<file path="config.mk">
export PLATFORM = sky130hd
export DESIGN_NAME = comp_n_bit_seq_flat
export DESIGN_NICKNAME = d
export VERILOG_FILES = /design/src/rtl/comp_pkg.sv /design/src/rtl/comp_n_bit_seq_if.sv /design/src/rtl/comp_chunk.sv /design/src/rtl/comp_n_bit_seq.sv /design/src/flat_wrapper.sv
export SDC_FILE = /design/constraint.sdc
export NUM_CORES = 1
export LEC_CHECK = 0
export ABC_AREA = 1
export ABC_CLOCK_PERIOD_IN_PS = 2480
export CORE_MARGIN = 4
export CORE_UTILIZATION = 36
export CTS_BUF_LIST = sky130_fd_sc_hd__clkbuf_4 sky130_fd_sc_hd__clkbuf_8
export CTS_CLUSTER_DIAMETER = 80
export CTS_CLUSTER_SIZE = 12
export DETAILED_ROUTE_END_ITERATION = 7
export GPL_ROUTABILITY_DRIVEN = 0
export PLACE_DENSITY = 0.63
export SKIP_CTS_REPAIR_TIMING = 1
export SLEW_MARGIN = 0
export SYNTH_ARGS = -nofsm -noshare
export SYNTH_HDL_FRONTEND = slang
export SYNTH_HIERARCHICAL = 1
export SYNTH_SLANG_ARGS = --single-unit
</file>
<file path="constraint.sdc">
create_clock -name clk -period 2.48 [get_ports clk]
set_clock_uncertainty 0.05 [all_clocks]
set_input_delay 0.248 -clock clk [delete_from_list [all_inputs] [get_ports clk]]
set_output_delay 0.248 -clock clk [all_outputs]
set_load 0.01 [all_outputs]
</file>
<file path="src/rtl/comp_pkg.sv">
// rtl/comp_pkg.sv - shared FSM encoding and default sizes for the chunked comparator
package comp_pkg;

    localparam int DEF_WIDTH  = 16;
    localparam int DEF_CHUNK  = 4;
    localparam int DEF_SIGNED = 0;

    typedef enum logic [1:0] {
        ST_IDLE = 2'd0,
        ST_RUN  = 2'd1,
        ST_DONE = 2'd2
    } state_t;

endpackage

</file>
<file path="src/rtl/comp_n_bit_seq_if.sv">
// rtl/comp_n_bit_seq_if.sv - request/result bundle between a requester and comp_n_bit_seq
interface comp_n_bit_seq_if
    import comp_pkg::*;
#(
    parameter int WIDTH = DEF_WIDTH
) ();

    logic             start;
    logic [WIDTH-1:0] a;
    logic [WIDTH-1:0] b;
    logic             busy;
    logic             done;
    logic             a_eq_b;
    logic             a_gt_b;
    logic             a_lt_b;

    modport master (
        output start, a, b,
        input  busy, done, a_eq_b, a_gt_b, a_lt_b
    );

    modport slave (
        input  start, a, b,
        output busy, done, a_eq_b, a_gt_b, a_lt_b
    );

endinterface

</file>
<file path="src/rtl/comp_chunk.sv">
// rtl/comp_chunk.sv - combinational unsigned magnitude comparator for one chunk
module comp_chunk
    import comp_pkg::*;
#(
    parameter int CHUNK = DEF_CHUNK
) (
    input  logic [CHUNK-1:0] a,
    input  logic [CHUNK-1:0] b,
    output logic             eq,
    output logic             gt
);

    assign eq = (a == b);
    assign gt = (a > b);

endmodule

</file>
<file path="src/rtl/comp_n_bit_seq.sv">
// rtl/comp_n_bit_seq.sv - sequential MSB-first chunked comparator; optional macro COMP_EARLY_EXIT_EN
module comp_n_bit_seq
    import comp_pkg::*;
#(
    parameter int WIDTH  = DEF_WIDTH,
    parameter int CHUNK  = DEF_CHUNK,
    parameter int SIGNED = DEF_SIGNED
) (
    input  logic            clk,
    input  logic            reset,
    comp_n_bit_seq_if.slave bus
);

    localparam int NCHUNK = WIDTH / CHUNK;
    localparam int IDXW   = (NCHUNK > 1) ? $clog2(NCHUNK) : 1;
    localparam logic [IDXW-1:0]  IDX_TOP   = IDXW'(NCHUNK - 1);
    localparam logic [CHUNK-1:0] SIGN_MASK = CHUNK'(1) << (CHUNK - 1);

    // Refuse to build when the operand does not split into whole chunks
    if (((WIDTH % CHUNK) != 0) || (WIDTH < CHUNK)) begin : g_bad_width
        $error("comp_n_bit_seq: WIDTH must be a non-zero multiple of CHUNK");
    end

    state_t           state;
    state_t           state_nxt;

    logic [WIDTH-1:0] a_r;
    logic [WIDTH-1:0] b_r;
    logic [IDXW-1:0]  idx;

    logic             gt_s;
    logic             lt_s;
    logic             eq_q;
    logic             gt_q;
    logic             lt_q;

    logic [CHUNK-1:0] a_c;
    logic [CHUNK-1:0] b_c;
    logic             c_eq;
    logic             c_gt;
    logic             decided;
    logic             run_last;
    logic             fin_gt;
    logic             fin_lt;
    logic             accept;

    assign accept  = (state == ST_IDLE) && bus.start;
    assign decided = gt_s || lt_s;

    // Current chunk of each operand; the top chunk gets its sign bit flipped so
    // two's complement order maps onto unsigned order
    always_comb begin
        a_c = a_r[idx*CHUNK +: CHUNK];
        b_c = b_r[idx*CHUNK +: CHUNK];
        if ((SIGNED != 0) && (idx == IDX_TOP)) begin
            a_c = a_c ^ SIGN_MASK;
            b_c = b_c ^ SIGN_MASK;
        end
    end

    comp_chunk #(
        .CHUNK (CHUNK)
    ) u_chunk (
        .a  (a_c),
        .b  (b_c),
        .eq (c_eq),
        .gt (c_gt)
    );

`ifdef COMP_EARLY_EXIT_EN
    // Any difference decides the result, so stop as soon as one is seen
    assign run_last = (idx == '0) || !c_eq;
`else
    assign run_last = (idx == '0);
`endif

    // An earlier decision wins; otherwise the chunk on hand decides (or ties)
    assign fin_gt = decided ? gt_s : (!c_eq && c_gt);
    assign fin_lt = decided ? lt_s : (!c_eq && !c_gt);

    // State register
    always_ff @(posedge clk) begin
        if (reset) begin
            state <= ST_IDLE;
        end else begin
            state <= state_nxt;
        end
    end

    // Next-state: IDLE waits for start, RUN walks the chunks, DONE lasts one cycle
    always_comb begin
        state_nxt = state;
        case (state)
            ST_IDLE: if (bus.start) state_nxt = ST_RUN;
            ST_RUN:  if (run_last)  state_nxt = ST_DONE;
            ST_DONE: state_nxt = ST_IDLE;
            default: state_nxt = ST_IDLE;
        endcase
    end

    // Operand capture and chunk index; no reset needed, always loaded before use
    always_ff @(posedge clk) begin
        if (accept) begin
            a_r <= bus.a;
            b_r <= bus.b;
            idx <= IDX_TOP;
        end else if (state == ST_RUN) begin
            idx <= idx - IDXW'(1);
        end
    end

    // Sticky decision and result flags; results clear when a new request is taken
    always_ff @(posedge clk) begin
        if (reset) begin
            gt_s <= 1'b0;
            lt_s <= 1'b0;
            eq_q <= 1'b0;
            gt_q <= 1'b0;
            lt_q <= 1'b0;
        end else if (accept) begin
            gt_s <= 1'b0;
            lt_s <= 1'b0;
            eq_q <= 1'b0;
            gt_q <= 1'b0;
            lt_q <= 1'b0;
        end else if (state == ST_RUN) begin
            if (!decided && !c_eq) begin
                gt_s <= c_gt;
                lt_s <= !c_gt;
            end
            if (run_last) begin
                eq_q <= !fin_gt && !fin_lt;
                gt_q <= fin_gt;
                lt_q <= fin_lt;
            end
        end
    end

    assign bus.busy   = (state != ST_IDLE);
    assign bus.done   = (state == ST_DONE);
    assign bus.a_eq_b = eq_q;
    assign bus.a_gt_b = gt_q;
    assign bus.a_lt_b = lt_q;

endmodule

</file>
<file path="src/flat_wrapper.sv">
// flat-port wrapper written by rule: the top's interface ports become plain ports
module comp_n_bit_seq_flat import comp_pkg::*;
#(
    parameter int WIDTH  = DEF_WIDTH,
    parameter int CHUNK  = DEF_CHUNK,
    parameter int SIGNED = DEF_SIGNED
)
  (clk, reset, bus_start, bus_a, bus_b, bus_busy, bus_done, bus_a_eq_b, bus_a_gt_b, bus_a_lt_b);
  comp_n_bit_seq_if #(.WIDTH(WIDTH)) bus_i ();
  input  logic clk;
  input  logic reset;
  input wire logic [$bits(bus_i.start)-1:0] bus_start;
  input wire logic [$bits(bus_i.a)-1:0] bus_a;
  input wire logic [$bits(bus_i.b)-1:0] bus_b;
  output wire logic [$bits(bus_i.busy)-1:0] bus_busy;
  output wire logic [$bits(bus_i.done)-1:0] bus_done;
  output wire logic [$bits(bus_i.a_eq_b)-1:0] bus_a_eq_b;
  output wire logic [$bits(bus_i.a_gt_b)-1:0] bus_a_gt_b;
  output wire logic [$bits(bus_i.a_lt_b)-1:0] bus_a_lt_b;
  assign bus_i.start = bus_start;
  assign bus_i.a = bus_a;
  assign bus_i.b = bus_b;
  assign bus_busy = bus_i.busy;
  assign bus_done = bus_i.done;
  assign bus_a_eq_b = bus_i.a_eq_b;
  assign bus_a_gt_b = bus_i.a_gt_b;
  assign bus_a_lt_b = bus_i.a_lt_b;
  comp_n_bit_seq #(.WIDTH(WIDTH), .CHUNK(CHUNK), .SIGNED(SIGNED)) u_core (.clk(clk), .reset(reset), .bus(bus_i));
endmodule
</file>
## Yosys cells after proc, flatten, opt, wreduce, memory -nomap -nowiden

Index checks and enable logic that the tools add are counted.

- Register bits after elaboration: 41

- Muxes and demuxes: 5
- $add $sub $neg: 1
- Equality and inequality tests: 5
- Shift operators: 2
- $lt $le $gt $ge: 1
- Reduce and logical (&&, ||, !) cells: 18

Operators by type and width:

| operator | count |
|---|---|
| $shiftx A16 B5 Y4 | 2 |
| $reduce_and A2 Y1 | 3 |
| $logic_and A1 B1 Y1 | 5 |
| $logic_not A1 Y1 | 5 |
| $eq A4 B4 Y1 | 1 |
| $gt A4 B4 Y1 | 1 |
| $logic_not A2 Y1 | 2 |
| $mux W2 | 2 |
| $pmux W2 S2 | 1 |
| $eq A2 B1 Y1 const B | 1 |
| $eq A2 B2 Y1 const B | 1 |
| $mux W1 | 2 |
| $ne A2 B1 Y1 const B | 1 |
| $ne A2 B2 Y1 const B | 1 |
| $reduce_bool A2 Y1 | 1 |
| $reduce_or A2 Y1 | 1 |
| $sub A2 B1 Y2 const B | 1 |
| $logic_or A1 B1 Y1 | 1 |

## Longest topological paths before layout

Gate-level depths: netlist of the first run.

- Depth in word-level cells: 7
- Mapped depth: 18
- Mapped depth without buffers: 16

## Modules after synthesis

The synthesis of the first run kept the hierarchy.

Modules (own cells, without submodules):

| module | sequential area each (µm²) | times used | cells an instance | area each (µm²) |
|---|---|---|---|---|
| comp_n_bit_seq | 1141.1 | 1 | 129 | 1600.3 |
| comp_chunk | 0.0 | 1 | 19 | 122.6 |

## Least setup slack after synthesis of the first run

OpenSTA, ideal clock, no wires.

- Path type: reg-to-reg
- From: reg u_core.idx[0]
- To: reg u_core.eq_q, in the netlist u_core/bus.a_eq_b
- Arrival: 1.844 ns
- Slack: 0.517 ns
- Library setup time: 0.070 ns
- Cell stages (with the launch flop): 18
- Clock period less this slack: 1.963 ns
- Cell sequence: dfxtp_1 -> buf_2 -> inv_2 -> buf_6 -> nor2_1 -> o22ai_1 -> inv_1 -> ha_1 -> nand2_2 -> clkinv_1 -> nand2_2 -> a21oi_2 -> nor2_1 -> nand2_1 -> nand2_1 -> nor2_4 -> nand2_1 -> a21oi_1

- Longest elaborated chain between the ends: 7
- Elaborated cells between the ends (all ways): 15
- Classes of those cells: order compare (1); eq/ne (1); shift (2); mux (2); reduce/logical (9)

RTL lines:

| item | RTL line | text |
|---|---|---|
| start: declaration | comp_n_bit_seq.sv:29 | `logic [IDXW-1:0] idx;` |
| start signal: assignment | comp_n_bit_seq.sv:108 | `idx <= idx - IDXW'(1);` |
| $shiftx A16 B5 Y4 (*) | comp_n_bit_seq.sv:54 | `b_c = b_r[idx*CHUNK +: CHUNK];` |
| via u_core.b_c[3] | comp_n_bit_seq.sv:38 | `logic [CHUNK-1:0] b_c;` |
| $gt A4 B4 Y1 (*) | comp_chunk.sv:14 | `assign gt = (a > b);` |
| via u_core.c_gt | comp_n_bit_seq.sv:40 | `logic c_gt;` |
| $logic_not A1 Y1 | comp_n_bit_seq.sv:79 | `assign fin_lt = decided ? lt_s : (!c_eq && !c_gt);` |
| $logic_and A1 B1 Y1 | comp_n_bit_seq.sv:79 |  |
| $mux W1 | comp_n_bit_seq.sv:79 |  |
| $logic_not A1 Y1 | comp_n_bit_seq.sv:132 | `eq_q <= !fin_gt && !fin_lt;` |
| $logic_and A1 B1 Y1 (*) | comp_n_bit_seq.sv:132 |  |
| end signal: assignment | comp_n_bit_seq.sv:132 |  |
| end: declaration | comp_n_bit_seq.sv:33 | `logic eq_q;` |

The timed path passes the listed nets; every way through them passes the cells marked *.
A chain may end at the register's enable or synchronous reset.

## Worst setup path in the final report of the first run

- From: reg u_core.idx[0]
- To: reg u_core.eq_q, in the netlist u_core/bus.a_eq_b

- Longest elaborated chain between the ends: 7
- Elaborated cells between the ends (all ways): 15
- Classes of those cells: order compare (1); eq/ne (1); shift (2); mux (2); reduce/logical (9)

RTL lines:

| item | RTL line | text |
|---|---|---|
| $shiftx A16 B5 Y4 (*) | comp_n_bit_seq.sv:53 | `a_c = a_r[idx*CHUNK +: CHUNK];` |
| via u_core.a_c[3] | comp_n_bit_seq.sv:37 | `logic [CHUNK-1:0] a_c;` |
| $gt A4 B4 Y1 (*) | comp_chunk.sv:14 |  |
| via u_core.c_gt | comp_n_bit_seq.sv:40 |  |
| $logic_not A1 Y1 | comp_n_bit_seq.sv:79 |  |
| $logic_and A1 B1 Y1 | comp_n_bit_seq.sv:79 |  |
| $mux W1 | comp_n_bit_seq.sv:79 |  |
| $logic_not A1 Y1 | comp_n_bit_seq.sv:132 |  |
| $logic_and A1 B1 Y1 (*) | comp_n_bit_seq.sv:132 |  |

Marks and branches as above.

==> impl_metrics.yaml, run 1 <==
timing:
  setup-violations-final: 0
  period_needed_ps: 2120
  tightest_slew_ps: 396
  slew_violations: 0
  max_freq_mhz: 471
  rsz0062_at_grt: "false"
  maxSlewHeadroom_pct: 73.6
  fin_setup_tns_ps: 0
  finalCritPeriodShare_pct: 85.6
  hold_viol: 0
cts:
  insertion_delay_ps: 290
  cts_tree: "built"
  h-tree-depth: 2
  path_clk_slew_ps: 80
  cts_buffers: 5
  cts.sinks: 41
  cts-root-buf: "clkbuf_8"
  clock_path_buffers: 2
detailed_routing:
  wl_per_cell_um: 12.6
  drc: 0
  detail-route-antenna-nets: 0
  drt-total-wl_um: 3090
  vias: 1157
  wl_met3_um: 188
  via_per_inst: 4.72
  wl_met2_um: 1460
  met1_length_um: 1390
  highest_layer: "met4"
  firstDrtPassIters: 4
  first_iter_violations: 35
global_route:
  grt_pass1_vias: 1238
  grt_pass1_wl_um: 5140
  track_usage_pct: 10.8
  grt_max_degree: 33
  antenna_found_initial: 0
  globalRoute.totalOverflow: 0
pwr:
  worst_ir_drop_vdd_v: 0.000344
  power_leakage_uw: 0.000886
  cellPowerDensity_mw_per_mm2: 814
yosys:
  syn_area_per_cell_um2: 11.6
  synthCells: 148
  synth_area_mm2: 0.00172
  yosys_warnings: 6
  syn_nets: 188
  ys_types: 26
  ys_seq_area_share_pct: 66.2
  ys_seq_elements: 41
layout:
  area_growth_pct: 33.6
  insertedDiodeCount: 0
  nNetsFinal: 232
  layout.cells.non_filler: 245
  drive_above_1_share_pct: 13.5
  fillCellCount: 403
die:
  pin_count: 40
  start_util_pct: 38.2
  dieWidth_um: 77.2
  die_y_um: 77.2
  coreArea_mm2: 0.00450
  fp-row-count: 24
  die_area_mm2: 0.00596
placement:
  port_buffers: 39
  dp_hpwl_um: 2250
  dp.cells: 237
critical_path:
  cp_max_fo: 18
  critPathCaptureType: "register"
  crit_arrival_ps: 2300
  critPathLaunchType: "register"
  setup.worst_path.class: "register to register"
  worst_ep_required_time_ps: 2660
run:
  max-cap-violations: 0
status:
  status: "finished, final reports clean"
hold_path:
  min_path_type: "register to register"
[layout make-up]
class	count	area [um^2]	area share (%)
sequential	41	1140	49.7
multi-input combinational	84	480	20.9
timing repair buffer	41	405	17.6
inverter	19	72.6	3.15
clock buffer	5	68.8	2.99
clock inverter	3	65.1	2.83
tap	52	65.1	2.83
[Yosys cell counts]
library cell  count  share of area, %
o211ai_1          1              0.44
buf_2             1              0.29
clkbuf_2          1              0.29
a21oi_1           5               1.5
ha_1              5               3.6
nand2_1          12               2.6
clkinv_2          1              0.29
nor2_1           21               4.6
nand3_4           1               1.0
inv_2             3              0.65
nor2_2            1              0.36
nand2_2           3               1.1
buf_4             1              0.44
a211oi_1          1              0.44
nor2_4            1              0.65
a21oi_2           1              0.51
inv_1            14               3.1
nand3_1           1              0.29
nand3b_1          1              0.44
dfxtp_1           9                10
clkinv_1          1              0.22
edfxtp_1         32                56
o21ai_0          19               5.5
o22ai_1           8               2.9
buf_6             1              0.65
nand2_4           3               2.0
[metal layers]
| layer | up-vias | track usage [%] |
|---|---|---|
| met5 | - | 0 |
| li1 | 597 | - |
| met2 | 39 | 17.9 |
| met3 | 6 | 4.33 |
| met4 | 0 | 4.63 |
| met1 | 515 | 12.3 |
[path summary, 6_finish.rpt]
check                                  startpoint           endpoint  slack [ps]  cells past startpoint
worst max-delay path                u_core/idx[0]  u_core/bus.a_eq_b         360                     14
worst min-delay path            u_core/bus.a_eq_b  u_core/bus.a_eq_b         420                      2
worst max register to register      u_core/idx[0]  u_core/bus.a_eq_b         360                     14
worst min register to register  u_core/bus.a_eq_b  u_core/bus.a_eq_b         420                      2
[cell families after synthesis]
logic type | count (synthesis) | synth area share, %
buffers and inverters | 23 | 5.88
adders and majority gates | 5 | 3.63
AOI/OAI and AO/OA | 35 | 11.3
and+or+nand+nor | 44 | 13.0
DFF | 41 | 66.2
[critical path, cell delays in order (launching register included)]
cell	delay, ps
dfxtp_2	440
inv_2	160
o21ai_0	230
o22ai_1	100
ha_1	320
nand2_2	60
clkinv_1	50
nand2_2	50
a21oi_2	120
nor2_1	60
nand2_1	70
nand2_1	90
nor2_4	90
nand2_1	50
a21oi_1	100
[sequential cells by signal, summed over array words and instances, names as in the netlist]
signal and count:
u_core/a_r 16, u_core/b_r 16, u_core/idx 2, u_core/state 2
u_core/bus.a_eq_b 1, u_core/bus.a_gt_b 1, u_core/bus.a_lt_b 1, u_core/gt_s 1
u_core/lt_s 1
[metrics by stage]
step                      setup slack [ps]  util, %  hold WS, ps  area [um^2]  power (uW)
final                                  356     51.1          416         2300        1870
after global routing                  11.2     51.1          443         2300        1970
after CTS                              223     51.0          422         2300        1890
after detailed placement               259     48.1          409         2160        1260
after global placement                 368     48.1          400         2160        1250
after floorplan                        517        -          267         1720        1150
[power by group]
part	switching (uW)	total, uW	internal (uW)
Clock	226	626	400
Combinational	235	417	182
Sequential	30.7	831	800
Total	491	1870	1380
[placed cells by master, fill, tap and decap left out, drive strengths merged, types with 6 or more instances in the layout]
cell type	n
nand2	18
o21ai	19
a21oi	6
dfxtp	9
clkdlybuf4s50	39
inv	17
nor2	23
edfxtp	32
o22ai	8
Note: power is estimated with default switching activity, not from simulation.
==> run 2: changes to the inputs <==
--- a/config.mk
+++ b/config.mk
@@ -6,15 +6,15 @@
 export NUM_CORES = 1
 export LEC_CHECK = 0
 export ABC_AREA = 1
-export ABC_CLOCK_PERIOD_IN_PS = 2480
+export ABC_CLOCK_PERIOD_IN_PS = 2400
 export CORE_MARGIN = 4
-export CORE_UTILIZATION = 36
+export CORE_UTILIZATION = 35
 export CTS_BUF_LIST = sky130_fd_sc_hd__clkbuf_4 sky130_fd_sc_hd__clkbuf_8
 export CTS_CLUSTER_DIAMETER = 80
 export CTS_CLUSTER_SIZE = 12
 export DETAILED_ROUTE_END_ITERATION = 7
 export GPL_ROUTABILITY_DRIVEN = 0
-export PLACE_DENSITY = 0.63
+export PLACE_DENSITY = 0.61
 export SKIP_CTS_REPAIR_TIMING = 1
 export SLEW_MARGIN = 0
 export SYNTH_ARGS = -nofsm -noshare
==> constraint.sdc (replaced) <==
create_clock -name clk -period 2.4 [get_ports clk]
set_clock_uncertainty 0.05 [all_clocks]
set_input_delay 0.24 -clock clk [delete_from_list [all_inputs] [get_ports clk]]
set_output_delay 0.24 -clock clk [all_outputs]
set_load 0.01 [all_outputs]
==> run 2 against run 1 <==
- clock-buffer cell count rose by 1
- register-to-register slack got worse by 110 ps
- wire length fell by 3.6%
- hold slack improved by 1.0 ps
- cell count rose by 6.9%
- total power fell by 8.5%
- via count fell by 1.4%
- first-iteration DRC count fell by 23%
- critical path depth rose by 1
- worst setup slack got worse by 110 ps
- non-clock buffer count rose by 2
- critical endpoint unchanged
==> impl_metrics.yaml, run 2 (synthesis results as in run 1) <==
die:
  pin_count: 40
  dieWidth_um: 78.2
  start_util_pct: 36.2
  fp-row-count: 25
  die_y_um: 78.2
  die_area_mm2: 0.00611
  coreArea_mm2: 0.00475
critical_path:
  reg2reg_setup_slack_ps: 250
  crit_slowest_cell: "dfxtp_1"
  setup.worst_path.class: "register to register"
  max_stage_delay_ps: 480
  critPathCaptureType: "register"
  crit_arrival_ps: 2320
  crit_buf_inv: 2
  crit_top_cell: "nand2_1"
  crit_chain: "buf_4 -> o21ai_0 -> o22ai_1 -> inv_1 -> ha_1 -> nand2_1 -> nand2_2 -> nand2_2 -> a21oi_2 -> nor2_1 -> nand2_1 -> nand2_1 -> nor2_4 -> nand2_1 -> a21oi_1"
  cp_max_fo: 8
  cp_top_family: "simple AND/OR/NAND/NOR gates"
  worst_ep_required_time_ps: 2570
  critPathLaunchType: "register"
detailed_routing:
  via_per_inst: 4.35
  firstDrtPassIters: 4
  first_iter_violations: 27
  vias: 1141
  met1_length_um: 1310
  drc: 0
  wl_met2_um: 1430
  drt-total-wl_um: 2980
  wl_per_cell_um: 11.4
  highest_layer: "met4"
  wl_met3_um: 212
  detail-route-antenna-nets: 0
timing:
  tightest_slew_ps: 319
  rsz0062_at_grt: "false"
  setup-violations-final: 0
  finalCritPeriodShare_pct: 89.6
  fin_worst_hold_slack_ps: 417
  slew_violations: 0
  maxSlewHeadroom_pct: 78.7
  fin_setup_tns_ps: 0
  hold_viol: 0
  max_freq_mhz: 465
  period_needed_ps: 2150
hold_path:
  min_path_type: "register to register"
cts:
  cts.sinks: 41
  cts_buffers: 5
  clock_path_buffers: 2
  path_clk_slew_ps: 80
  cts-root-buf: "clkbuf_8"
  cts_tree: "built"
  h-tree-depth: 2
  insertion_delay_ps: 280
layout:
  largestRegisters: "u_core/a_r (16), u_core/b_r (16)"
  seq_area_mm2: 0.00114
  drive_above_1_share_pct: 13.8
  layout.cells.most_common: "clkdlybuf4s50_1"
  fillCellCount: 450
  area_growth_pct: 32.6
  nNetsFinal: 234
  multi_input_area_um2: 480
  layout.cells.non_filler: 262
  layout_common_cells: "clkdlybuf4s50_1 (39), edfxtp_1 (32), nor2_1 (21)"
  fin_util_pct: 48.1
  insertedDiodeCount: 0
global_route:
  grt_max_degree: 23
  grt_pass1_vias: 1151
  track_usage_pct: 10.6
  globalRoute.totalOverflow: 0
  antenna_found_initial: 0
  grt_pass1_wl_um: 5080
placement:
  dp_hpwl_um: 2340
  port_buffers: 39
  dp.cells: 254
pwr:
  power_leakage_uw: 0.000874
  worst_ir_drop_vdd_v: 0.000353
  cellPowerDensity_mw_per_mm2: 750
run:
  max-cap-violations: 0
status:
  status: "finished, final reports clean"
run 2: cell count changes in the layout (fill, tap and decap cells not counted), sizes merged:
cell,before,now
buf,2,4
clkinv,3,4
bufinv,2,0
clkbuf,5,6
run 2: path summary, 6_finish.rpt:
check                                          to  cells after the start              start
worst max-delay path            u_core/bus.a_eq_b                     15      u_core/idx[0]
worst max register to register  u_core/bus.a_eq_b                     15      u_core/idx[0]
worst min register to register  u_core/bus.a_eq_b                      2  u_core/bus.a_eq_b
worst min-delay path            u_core/bus.a_eq_b                      2  u_core/bus.a_eq_b
run 2: worst register-to-register path, cell delays in order (launching register included):
cell     delay [ps]
dfxtp_1         480
buf_4           190
o21ai_0          80
o22ai_1         170
inv_1            70
ha_1            280
nand2_1          60
nand2_2          60
nand2_2          50
a21oi_2         120
nor2_1           60
nand2_1          70
nand2_1          90
nor2_4           90
nand2_1          50
a21oi_1         100
run 2: layout make-up:
class / count / area share, %
inverters: 19 / 3.18
multi-input cells: 84 / 21.0
flip-flops and latches: 41 / 49.9
clock inverters: 2 / 0.438
repair buffers: 43 / 18.4
well taps: 67 / 3.67
clock buffers: 6 / 3.34
run 2: power breakdown:
group	internal, uW	switching (uW)
Combinational	193	240
Sequential	825	29.7
Clock	213	213
Total	1230	483
run 2: layer usage:
metal  track usage, %  up-vias
met5                0        -
met4             3.67        0
met3             4.59        5
met2             17.1       38
met1             12.7      498
li1                 -      600
run 2: per-stage QoR:
stage / total power [uW] / worst slack (ps) / cell area, um^2
floorplan: 1180 / 437 / 1720
global placement: 1300 / 329 / 2200
detailed placement: 1300 / 275 / 2200
CTS: 1740 / 250 / 2280
global route: 1830 / 6.08 / 2280
finish: 1710 / 250 / 2280
==> run 3: changes to the inputs <==
--- a/config.mk
+++ b/config.mk
@@ -8,14 +8,15 @@
 export ABC_AREA = 1
 export ABC_CLOCK_PERIOD_IN_PS = 2400
 export CORE_MARGIN = 4
-export CORE_UTILIZATION = 35
+export CORE_UTILIZATION = 51
 export CTS_BUF_LIST = sky130_fd_sc_hd__clkbuf_4 sky130_fd_sc_hd__clkbuf_8
 export CTS_CLUSTER_DIAMETER = 80
 export CTS_CLUSTER_SIZE = 12
 export DETAILED_ROUTE_END_ITERATION = 7
 export GPL_ROUTABILITY_DRIVEN = 0
-export PLACE_DENSITY = 0.61
+export PLACE_DENSITY = 0.83
 export SKIP_CTS_REPAIR_TIMING = 1
+export SKIP_LAST_GASP = 1
 export SLEW_MARGIN = 0
 export SYNTH_ARGS = -nofsm -noshare
 export SYNTH_HDL_FRONTEND = slang
==> run 3 against run 2 <==
- sequential power about the same
- critical path type unchanged
- total power decreased by 3.4%
- sequential share of layout area increased by 1.0 points
- utilization increased by 23 points
==> impl_metrics.yaml, run 3 (synthesis results as in run 1) <==
detailed_routing:
  wl_per_cell_um: 13.2
  firstDrtPassIters: 4
  drc: 0
  vias: 1185
  first_iter_violations: 68
  via_per_inst: 4.98
  drt-total-wl_um: 3150
  detail-route-antenna-nets: 0
layout:
  insertedDiodeCount: 0
  stdcell_area_mm2: 0.00224
  layout.cells.most_common: "clkdlybuf4s50_1"
  layout.cells.non_filler: 238
  largestRegisters: "u_core/a_r (16), u_core/b_r (16)"
  drive_above_1_share_pct: 13.4
  layout_common_cells: "clkdlybuf4s50_1 (39), edfxtp_1 (32), nor2_1 (21)"
  nNetsFinal: 233
  area_growth_pct: 30.0
critical_path:
  critPathLaunchType: "register"
  max_stage_delay_ps: 470
  cp_max_fo: 7
  setup.worst_path.class: "register to register"
  reg2reg_depth: 15
  reg2reg_from: "u_core/idx[0]"
  reg2reg_setup_slack_ps: 260
  crit_slowest_cell: "dfxtp_1"
  crit_chain: "buf_4 -> o21ai_0 -> o22ai_1 -> inv_1 -> ha_1 -> nand2_2 -> clkinv_1 -> nand2_2 -> a21oi_2 -> nor2_1 -> nand2_1 -> nand2_1 -> nor2_4 -> nand2_1 -> a21oi_1"
  r2r-end: "u_core/bus.a_eq_b"
  crit_top_cell: "nand2_1"
  critPathCaptureType: "register"
  cp_top_family: "compound AO/OA/AOI/OAI gates"
  worst_ep_required_time_ps: 2640
  crit_buf_inv: 3
  crit_arrival_ps: 2370
  path_depth: 15
die:
  fp-row-count: 20
  dieWidth_um: 66.1
  pin_count: 40
  coreArea_mm2: 0.00315
  die_y_um: 66.1
  start_util_pct: 54.6
  die_area_mm2: 0.00437
global_route:
  antenna_found_initial: 0
  globalRoute.totalOverflow: 0
  track_usage_pct: 16.0
  grt_pass1_wl_um: 5220
  grt_max_degree: 27
  grt_pass1_vias: 1251
timing:
  setup-violations-final: 0
  slew_violations: 0
  fin_worst_hold_slack_ps: 387
  fin_setup_tns_ps: 0
  period_needed_ps: 2140
  rsz0062_at_grt: "false"
  maxSlewHeadroom_pct: 76.1
  max_freq_mhz: 468
  tightest_slew_ps: 359
  finalCritPeriodShare_pct: 89.0
  hold_viol: 0
cts:
  h-tree-depth: 2
  path_clk_slew_ps: 120
  cts_buffers: 5
  cts-root-buf: "clkbuf_4"
  cts_tree: "built"
  insertion_delay_ps: 350
  clock_path_buffers: 2
  cts.sinks: 41
placement:
  dp_hpwl_um: 2370
  dp.cells: 230
  port_buffers: 39
  place_area_mm2: 0.00217
hold_path:
  min_path_type: "input pin to register"
  hold_end: "u_core/a_r[8]"
  whs_path_depth: 1
  hold_start: "bus_a[8]"
pwr:
  power_leakage_uw: 0.000863
  finalPower_uw: 1660
  cellPowerDensity_mw_per_mm2: 739
  worst_ir_drop_vdd_v: 0.000401
status:
  status: "finished, final reports clean"
run:
  max-cap-violations: 0
run 3: cell count changes in the layout (fill, tap and decap cells not counted), sizes merged:
cell  before  now
buf        4    3
run 3: through the flow:
stage | utilization (%) | setup WS, ps
6_report | 71.0 | 265
5_1_grt | 71.0 | 18.9
4_1_cts | 71.0 | 240
3_5_place_dp | 69.0 | 270
3_3_place_gp | 69.0 | 348
2_1_floorplan | - | 437
run 3: worst reg2reg max path: cells and delay by family, from the launching register on:
kind / cells / cell delay (ps)
DFF: 1 / 470
buffers and inverters: 3 / 300
AOI/OAI and AO/OA: 4 / 500
and+or+nand+nor: 7 / 470
adders and majority gates: 1 / 300
run 3: how the worst max path moves through the flow:
stage	startpoint	end	slack, ps
6_report	u_core/idx[0]	u_core/bus.a_eq_b	260
5_1_grt	u_core/idx[0]	u_core/bus.a_eq_b	20
4_1_cts	u_core/idx[1]	u_core/bus.a_eq_b	240
3_5_place_dp	u_core/idx[1]	u_core/bus.a_eq_b	270
3_3_place_gp	u_core/idx[1]	u_core/bus.a_eq_b	350
2_1_floorplan	u_core/idx[0]	u_core/bus.a_eq_b	440
run 3: area by class of cell:
type                            count  area, um^2
Clock buffer                        6        51.3
Clock inverter                      2        13.8
Fill cell                         255         913
Inverter                           19        72.6
Multi-Input combinational cell     84         480
Sequential cell                    41        1140
Tap cell                           44        55.1
Timing Repair Buffer               42         425
run 3: metal layers:
layer | vias up | global-route usage (%) | share of wire (%)
met1 | 543 | 17.3 | 39
met3 | 5 | 5.27 | 6.4
met4 | 0 | 6.60 | 1.7
met5 | - | 0 | 0
met2 | 36 | 28.4 | 52
li1 | 601 | - | -
run 3: report_power, final:
group / total [uW] / internal (uW) / switching, uW
combinational: 441 / 196 / 245
sequential: 855 / 825 / 30.0
clock: 360 / 143 / 218
